<file path="config.mk">
export PLATFORM = sky130hd
export DESIGN_NAME = mem_cmd_master
export DESIGN_NICKNAME = d
export VERILOG_FILES = /design/src/rtl/mem_cmd_pkg.sv /design/src/rtl/mem_cmd_merge.sv /design/src/rtl/mem_cmd_master.sv
export SDC_FILE = /design/constraint.sdc
export NUM_CORES = 1
export LEC_CHECK = 0
export BUFFER_PORTS_ARGS = -buffer_cell sky130_fd_sc_hd__buf_2
export CAP_MARGIN = 20
export CELL_PAD_IN_SITES_DETAIL_PLACEMENT = 1
export CELL_PAD_IN_SITES_GLOBAL_PLACEMENT = 1
export CORE_AREA = 10 10 180 115
export CTS_BUF_LIST = sky130_fd_sc_hd__clkbuf_8
export DETAILED_ROUTE_END_ITERATION = 16
export DIE_AREA = 0 0 190 125
export PLACE_DENSITY_LB_ADDON = 0.1
export SETUP_SLACK_MARGIN = 0.02
export SLEW_MARGIN = 10
export SYNTH_ARGS = -nofsm -noshare
export SYNTH_HDL_FRONTEND = slang
export SYNTH_SLANG_ARGS = --single-unit
</file>
<file path="constraint.sdc">
create_clock -name clk_i -period 2.12 [get_ports clk_i]
set_input_delay 0.318 -clock clk_i [delete_from_list [all_inputs] [get_ports clk_i]]
set_output_delay 0.318 -clock clk_i [all_outputs]
set_load 0.02 [all_outputs]
</file>
<file path="src/rtl/mem_cmd_pkg.sv">
// Shared types, defaults and helpers for the memory command master.
package mem_cmd_pkg;

    typedef enum logic [2:0] {
        IDLE   = 3'd0,
        RD_CMD = 3'd1,
        RD_CAP = 3'd2,
        WR_CMD = 3'd3,
        RESP   = 3'd4
    } state_t;

    localparam logic [31:0] DEF_BASE_ADDR  = 32'h4000_0000;
    localparam int          DEF_DATA_WIDTH = 32;
    localparam int          DEF_ADDR_WIDTH = 32;

    // An address belongs to the region when every base bit is also set in it.
    function automatic logic addr_in_region(input logic [63:0] addr,
                                            input logic [63:0] base);
        return (addr & base) == base;
    endfunction

    // Byte-wise merge of a default-width word: strobed bytes come from new_word.
    function automatic logic [DEF_DATA_WIDTH-1:0] byte_merge(
        input logic [DEF_DATA_WIDTH-1:0]   old_word,
        input logic [DEF_DATA_WIDTH-1:0]   new_word,
        input logic [DEF_DATA_WIDTH/8-1:0] strb
    );
        logic [DEF_DATA_WIDTH-1:0] result;
        result = old_word;
        for (int b = 0; b < DEF_DATA_WIDTH / 8; b++) begin
            if (strb[b]) begin
                result[b*8 +: 8] = new_word[b*8 +: 8];
            end
        end
        return result;
    endfunction

endpackage

</file>
<file path="src/rtl/mem_cmd_merge.sv">
// Combinational byte merge: each strobed byte is taken from new_data,
// every other byte keeps old_data. Width-generic so cache fill logic can reuse it.
module mem_cmd_merge #(
    parameter int DATA_WIDTH = 32
) (
    input  logic [DATA_WIDTH-1:0]   old_data,
    input  logic [DATA_WIDTH-1:0]   new_data,
    input  logic [DATA_WIDTH/8-1:0] strb,
    output logic [DATA_WIDTH-1:0]   merged
);

    localparam int DATA_BYTES = DATA_WIDTH / 8;

    for (genvar gi = 0; gi < DATA_BYTES; gi++) begin : g_byte
        assign merged[gi*8 +: 8] = strb[gi] ? new_data[gi*8 +: 8] : old_data[gi*8 +: 8];
    end

endmodule

</file>
<file path="src/rtl/mem_cmd_master.sv">
// Core-side request/response port to a single-cycle cmd/rd_data memory.
// Partial-strobe writes are turned into read-modify-write sequences because
// the memory has no byte mask. One request is in flight at a time.
module mem_cmd_master
    import mem_cmd_pkg::*;
#(
    parameter int                    DATA_WIDTH = DEF_DATA_WIDTH,
    parameter int                    ADDR_WIDTH = DEF_ADDR_WIDTH,
    parameter logic [ADDR_WIDTH-1:0] BASE_ADDR  = ADDR_WIDTH'(DEF_BASE_ADDR)
) (
    input  logic                      clk_i,
    input  logic                      rst_i,

    input  logic                      req_valid_i,
    output logic                      req_ready_o,
    input  logic [ADDR_WIDTH-1:0]     req_addr_i,
    input  logic                      req_wr_i,
    input  logic [DATA_WIDTH-1:0]     req_wdata_i,
    input  logic [DATA_WIDTH/8-1:0]   req_strb_i,

    output logic                      resp_valid_o,
    input  logic                      resp_ready_i,
    output logic [DATA_WIDTH-1:0]     resp_rdata_o,
    output logic                      resp_err_o,

    output logic [ADDR_WIDTH-1:0]     cmd_addr_o,
    output logic                      cmd_valid_o,
    output logic                      wr_enable_o,
    output logic [DATA_WIDTH-1:0]     wr_data_o,
    input  logic [DATA_WIDTH-1:0]     rd_data_i
);

    localparam int DATA_BYTES = DATA_WIDTH / 8;
    localparam int BYTE_BITS  = $clog2(DATA_BYTES);
    localparam logic [ADDR_WIDTH-1:0] LOW_MASK = ADDR_WIDTH'((1 << BYTE_BITS) - 1);

    state_t state_reg, state_next;

    // Latched request and response payload
    logic [ADDR_WIDTH-1:0] addr_reg,  addr_next;
    logic                  wr_reg,    wr_next;
    logic [DATA_BYTES-1:0] strb_reg,  strb_next;
    logic [DATA_WIDTH-1:0] word_reg,  word_next;
    logic [DATA_WIDTH-1:0] rdata_reg, rdata_next;
    logic                  err_reg,   err_next;

    // Registered command/response strobes
    logic                  cmd_valid_reg,  cmd_valid_next;
    logic                  wr_enable_reg,  wr_enable_next;
    logic [DATA_WIDTH-1:0] wr_data_reg,    wr_data_next;
    logic                  resp_valid_reg, resp_valid_next;

    logic                  in_region;
    logic                  strb_full;
    logic                  strb_none;
    logic                  accept;
    logic [DATA_WIDTH-1:0] merged_word;

    assign in_region = addr_in_region(64'(req_addr_i), 64'(BASE_ADDR));
    assign strb_full = &req_strb_i;
    assign strb_none = ~|req_strb_i;
    assign accept    = (state_reg == IDLE) && req_valid_i;

    // Old memory word comes straight from rd_data_i; only consumed in RD_CAP.
    mem_cmd_merge #(
        .DATA_WIDTH (DATA_WIDTH)
    ) u_merge (
        .old_data (rd_data_i),
        .new_data (word_reg),
        .strb     (strb_reg),
        .merged   (merged_word)
    );

    // State register
    always_ff @(posedge clk_i) begin
        if (rst_i) begin
            state_reg <= IDLE;
        end else begin
            state_reg <= state_next;
        end
    end

    // Next-state decode
    always_comb begin
        state_next = state_reg;
        case (state_reg)
            IDLE: begin
                if (req_valid_i) begin
                    if (!in_region) begin
                        state_next = RESP;
                    end else if (req_wr_i && strb_none) begin
                        state_next = RESP;
                    end else if (req_wr_i && strb_full) begin
                        state_next = WR_CMD;
                    end else begin
                        state_next = RD_CMD;
                    end
                end
            end
            RD_CMD:  state_next = RD_CAP;
            RD_CAP:  state_next = wr_reg ? WR_CMD : RESP;
            WR_CMD:  state_next = RESP;
            RESP:    state_next = resp_ready_i ? IDLE : RESP;
            default: state_next = IDLE;
        endcase
    end

    // Request latch and data capture; rd_data_i is only looked at in RD_CAP
    always_comb begin
        addr_next  = addr_reg;
        wr_next    = wr_reg;
        strb_next  = strb_reg;
        word_next  = word_reg;
        rdata_next = rdata_reg;
        err_next   = err_reg;
        if (accept) begin
            addr_next  = req_addr_i & ~LOW_MASK;
            wr_next    = req_wr_i;
            strb_next  = req_strb_i;
            word_next  = req_wdata_i;
            rdata_next = '0;
            err_next   = !in_region;
        end else if (state_reg == RD_CAP) begin
            if (wr_reg) begin
                word_next = merged_word;
            end else begin
                rdata_next = rd_data_i;
            end
        end
    end

    // Output decode from the upcoming state so the outputs can be registered
    always_comb begin
        cmd_valid_next  = (state_next == RD_CMD) || (state_next == WR_CMD);
        wr_enable_next  = (state_next == WR_CMD);
        wr_data_next    = (state_next == WR_CMD) ? word_next : '0;
        resp_valid_next = (state_next == RESP);
    end

    // Datapath and output registers
    always_ff @(posedge clk_i) begin
        if (rst_i) begin
            addr_reg       <= '0;
            wr_reg         <= 1'b0;
            strb_reg       <= '0;
            word_reg       <= '0;
            rdata_reg      <= '0;
            err_reg        <= 1'b0;
            cmd_valid_reg  <= 1'b0;
            wr_enable_reg  <= 1'b0;
            wr_data_reg    <= '0;
            resp_valid_reg <= 1'b0;
        end else begin
            addr_reg       <= addr_next;
            wr_reg         <= wr_next;
            strb_reg       <= strb_next;
            word_reg       <= word_next;
            rdata_reg      <= rdata_next;
            err_reg        <= err_next;
            cmd_valid_reg  <= cmd_valid_next;
            wr_enable_reg  <= wr_enable_next;
            wr_data_reg    <= wr_data_next;
            resp_valid_reg <= resp_valid_next;
        end
    end

    assign req_ready_o  = (state_reg == IDLE);
    assign resp_valid_o = resp_valid_reg;
    assign resp_rdata_o = rdata_reg;
    assign resp_err_o   = err_reg;
    assign cmd_addr_o   = addr_reg;
    assign cmd_valid_o  = cmd_valid_reg;
    assign wr_enable_o  = wr_enable_reg;
    assign wr_data_o    = wr_data_reg;

endmodule

</file>
-- Word level (Yosys, flattened, before mapping)
Cells that the tools add are included.
- output and inout port bits: 101
- bits of input ports: 105
- logic and storage cells: 46
- flip-flop bits (word level): 138
- bitwise operators: 2
- reduce and logical (&&, ||, !) cells: 12
- muxes and demuxes: 14
- equality and inequality tests: 7
- operator list (operator ; number):
    $mux 32 ; 3
    $mux 8 ; 4
    $mux 3 ; 5
    $pmux 3 s5 ; 1
    $eq 3x2->1 const B ; 3
    $eq 3x1->1 const B ; 2
    $eq 3x3->1 const B ; 2
    $reduce_and 4->1 ; 1
    $reduce_or 2->1 ; 2
    $reduce_or 4->1 ; 1
    $logic_and 1x1->1 ; 3
    $logic_not 3->1 ; 1
    $logic_not 1->1 ; 2
    $mux 2 ; 1
    $not 1->1 ; 2
    $reduce_and 2->1 ; 1
    $logic_or 1x1->1 ; 1

-- Logic depth before layout (Yosys ltp)
- depth in word-level cells: 10
- mapped depth: 7
- depth with buffers taken out: 4

-- Hierarchy
A second synthesis with hierarchy kept.
- cells, all modules: 579
- area total of the unflattened synthesis: 5530.3 µm²
- by module, submodules not included (module ; cells an instance ; times used ; area an instance (µm²)):
    mem_cmd_master ; 543 ; 1 ; 5004.8
    mem_cmd_merge ; 36 ; 1 ; 525.5

-- Worst setup path after synthesis
OpenSTA, ideal clock, no wires.
- path kind: reg-to-reg
- from: register state_reg[2]
- to: register rdata_reg[10] (netlist: resp_rdata_o[10])
- setup time: 0.120 ns
- slack: 0.472 ns
- stages on the path, launching flop included: 7
- data arrival time: 1.528 ns
- period minus slack after synthesis: 1.648 ns
- path through: dfxtp_1 > buf_2 > or4b_2 > clkbuf_1 > clkbuf_1 > nand2_1 > a21oi_1
- word-level cells in the longest chain between the ends: 3
- elaborated cells between the ends (all ways): 5
- those cells by class: 1 x eq/ne; 4 x reduce/logical
- RTL lines (element ; RTL line ; RTL):
    from (decl) ; mem_cmd_master.sv:37 ; state_t state_reg, state_next;
    from (signal assigned) ; mem_cmd_master.sv:79 ; state_reg <= state_next;
    $logic_not 3->1 ; mem_cmd_master.sv:62 ; assign accept = (state_reg == IDLE) && req_valid_i;
    $logic_and 1x1->1 ; mem_cmd_master.sv:62 ;
    $reduce_or 2->1 (no line) ; -- ;
    to (signal assigned) ; mem_cmd_master.sv:158 ; rdata_reg <= rdata_next;
    to (decl) ; mem_cmd_master.sv:44 ; logic [DATA_WIDTH-1:0] rdata_reg, rdata_next;
Parallel ways exist; a longest one is shown, timed or not.
A chain may end at the register's enable or synchronous reset.

-- Worst setup path in the final report
- from: register state_reg[2]
- to: register wr_data_reg[4] (netlist: wr_data_o[4])
- word-level cells in the longest chain between the ends: 5
- elaborated cells between the ends (all ways): 13
- those cells by class: 5 x eq/ne; 4 x mux; 1 x bitwise; 3 x reduce/logical
- RTL lines (element ; RTL line ; RTL):
    $eq 3x3->1, or another cell as far along ; mem_cmd_master.sv:86 ; case (state_reg)
    $pmux 3 s5 ; mem_cmd_master.sv:86 ;
    $eq 3x2->1 ; mem_cmd_master.sv:136 ; wr_data_next = (state_next == WR_CMD) ? word_next : '0;
    $not 1->1 (no line) ; -- ;
    $reduce_or 2->1 (no line) ; -- ;
    to (signal assigned) ; mem_cmd_master.sv:162 ; wr_data_reg <= wr_data_next;
    to (decl) ; mem_cmd_master.sv:50 ; logic [DATA_WIDTH-1:0] wr_data_reg, wr_data_next;
Parallel ways exist; a longest one is shown, timed or not.

==> impl_metrics.yaml <==
die:
  i_o_pin_cnt: 206
  die_height_um: 125
  design.core.area_um2: 17500
  die_area_um2: 23800
  fp.dieW_um: 190
  rows: 38
  initial_utilization: 0.292
cts:
  htree_depth: 4
  clk_root_buffer_cell: "sky130_fd_sc_hd__clkbuf_8"
  ctsHoldBuffers: 0
  cts_made_buffers: 17
  clkSlewWorstSetupHoldPaths_ns: 0.08
  post_cts_sizing: 0
  postCtsSetupBuffers: 0
  tritoncts: "yes"
  clockBufferDepth: 2
  insertion_delay_of_the_later_clocked_pin_in_the_worst_skew_pair_ns: 0.44
  clock_sink_count: 138
worst_hold_path:
  type_of_the_most_critical_hold_path: "in2reg"
  min_delay_path_depth: 3
  hp-start: "req_addr_i[10]"
  worstHoldEndpoint: "cmd_addr_o[10]"
placement:
  gp_congestion: 0.789
  detailedPlacementHpwl_um: 14300
  port_buffers: 201
synthesis:
  async_reset_ff_frac: 0
  combinational_family_with_the_most_area_after_synthesis: "simple AND/OR/NAND/NOR gates"
  synth-adder-area-share: 0
  netlist_area_um2: 5130
  synth_ff_type: "sky130_fd_sc_hd__dfxtp_1"
  synth_sequential_area_ratio: 0.538
  synth_cell_types: 33
  post_synth_edffs: 0
  synthesis.area_per_instance_um2: 8.30
  ys_seq_elements: 138
  compound_cell_area_share_of_the_yosys_netlist: 0.184
  area_fraction_in_and_or_nand_and_nor_cells_after_synthesis: 0.227
  yosysWarningCount: 0
  synth_cells: 618
  post_synth_xor_area_fraction: 0
  synth.mux.area_fraction: 0
timing:
  finalHoldViolations: 0
  timing.slew.headroom: 0.650
  setup-violations-final: 0
  setup_repair_after_global_routing_missed_its_margin: "no"
  clock_skew_ns: 0.0103
  final-max-slew-violation-count: 0
  post_route_setup_tns_ns: 0
  final.period_utilization: 0.890
  finalWorstPathRequiredPeriod_ns: 1.89
  fmax_ghz: 0.530
  timing_worst_slew_pin_value_ns: 0.525
power_and_ir_drop:
  total_power_density_per_cell_area_nw_per_um2: 840
  irDropWorstVdd_mv: 0.287
  static-leakage-power_nw: 2.94
  pwr-share-comb: 0.174
  report.power.total_w: 0.00566
  share_clk_of_total_power: 0.324
  power.share.sequential: 0.501
  p_sw_w: 0.00169
  switching_share: 0.299
  p_int_w: 0.00397
layout:
  final-seq-area_um2: 2760
  multiInputGateArea_um2: 2160
  area_growth_pct: 31.3
  nets: 907
  highest_count_cells_in_the_layout_ignoring_fill_and_taps: "sky130_fd_sc_hd__buf_2, sky130_fd_sc_hd__nand2_1, sky130_fd_sc_hd__dfxtp_1"
  final.fill_count: 2157
  final_common_cell: "sky130_fd_sc_hd__buf_2"
  post_route_cells_drive_above_1_share: 0.308
  diodes: 0
setup_path:
  worst-r2r-setup-slack_ns: 0.23
  worst-setup-path-type: "reg2reg"
  worst_ep_arrival_time_ns: 2.26
  beginning_of_the_critical_path: "state_reg[2]"
  startpoint_type: "register"
  critical_path.endpoint_type: "register"
  logic_depth_of_the_worst_register_to_register_path: 5
  worst-path-max-fanout: 39
  worst_r2r_endpoint: "wr_data_o[4]"
  regToRegStartpoint: "state_reg[2]"
  worst_ep_required_time_ns: 2.49
global_route:
  antenna_violations_before_repair: 2
  overall_routing_resource_usage: 0.160
  grt_pass1_vias: 5353
  grt_pass1_wl_um: 29900
  largest_net_degree_at_the_start_of_global_routing: 43
  globalRoute.totalOverflow: 0
outcome:
  run_status: "finished clean"
routing:
  antenna_left: 0
  firstDrtPassIters: 4
  drt_first_iter_violations: 189
  routed_wl_um: 19400
  detail_route.drc_violations: 0
  vias_per_cell: 4.67
  total_via_count_in_the_routed_design: 4924
  route.detailed.wl_per_inst_um: 18.4
run:
  drv.max_cap_violation_count: 0
==> cell families after synthesis <==
group,count (synthesis)
buffers and inverters,58
AOI/OAI and AO/OA,171
DFF,138
other,1
and+or+nand+nor,250
==> critical path, stage by stage, from the launching register on <==
cell and delay [ns]:
sky130_fd_sc_hd__dfxtp_1 0.47, sky130_fd_sc_hd__nor4b_4 0.39, sky130_fd_sc_hd__buf_4 0.46, sky130_fd_sc_hd__a31oi_1 0.08
sky130_fd_sc_hd__a21oi_1 0.24, sky130_fd_sc_hd__nor2b_1 0.18
==> metrics by stage <==
step / hold slack [ns] / setup WS (ns) / std cells / util / cell area (um^2)
global route: 0.0777 / 0.0374 / 1055 / 0.384 / 6740
global placement: 0.439 / 0.287 / 1023 / 0.365 / 6410
floorplan: 0.454 / 0.472 / 619 / - / 5130
finish: 0.112 / 0.233 / 1055 / 0.384 / 6740
detailed placement: 0.443 / 0.239 / 1023 / 0.365 / 6410
CTS: 0.0786 / 0.227 / 1055 / 0.384 / 6740
==> metal layers <==
metal  part of all wire  GRT usage  routed length (um)
met3              0.078     0.0647                1520
met4             0.0068     0.0367                 131
met2               0.43      0.243                8420
met5            0.00067          0                  13
met1               0.48      0.208                9310
==> how the worst max path moves through the flow <==
| stage | endpoint | cells after the start |
|---|---|---|
| floorplan | resp_rdata_o[10] | 6 |
| global placement | wr_data_o[1] | 5 |
| detailed placement | wr_data_o[4] | 5 |
| CTS | wr_data_o[4] | 5 |
| global route | wr_data_o[4] | 5 |
| finish | wr_data_o[4] | 5 |
==> cell type report <==
class	instances	area share
flip-flops and latches	138	0.410
clock inverters	13	0.00984
multi-input cells	423	0.320
inverters	6	0.00334
clock buffers	19	0.0388
repair buffers	216	0.173
well taps	240	0.0446
==> Yosys cell counts (2+ instances only) <==
cell,instances,area share
sky130_fd_sc_hd__a21oi_1,98,0.096
sky130_fd_sc_hd__buf_4,2,0.0029
sky130_fd_sc_hd__clkbuf_1,26,0.019
sky130_fd_sc_hd__nor2b_1,30,0.037
sky130_fd_sc_hd__buf_2,21,0.020
sky130_fd_sc_hd__a311oi_2,2,0.0059
sky130_fd_sc_hd__clkbuf_2,3,0.0029
sky130_fd_sc_hd__a311oi_1,2,0.0034
sky130_fd_sc_hd__nor2_1,38,0.028
sky130_fd_sc_hd__inv_1,6,0.0044
sky130_fd_sc_hd__a31oi_1,30,0.037
sky130_fd_sc_hd__dfxtp_1,138,0.54
sky130_fd_sc_hd__nand2_1,138,0.10
sky130_fd_sc_hd__nand2b_1,2,0.0024
sky130_fd_sc_hd__and2_1,30,0.037
sky130_fd_sc_hd__a221oi_1,2,0.0034
sky130_fd_sc_hd__o21ai_0,34,0.033
==> power groups by stage <==
stage               Combinational [W]  Sequential (W)  Clock [W]
floorplan                    0.000553         0.00294          0
global placement             0.000972         0.00289          0
detailed placement            0.00100         0.00290          0
CTS                           0.00101         0.00284    0.00192
global route                  0.00111         0.00286    0.00203
finish                       0.000988         0.00284    0.00183
(Power assumes the default switching activity.)
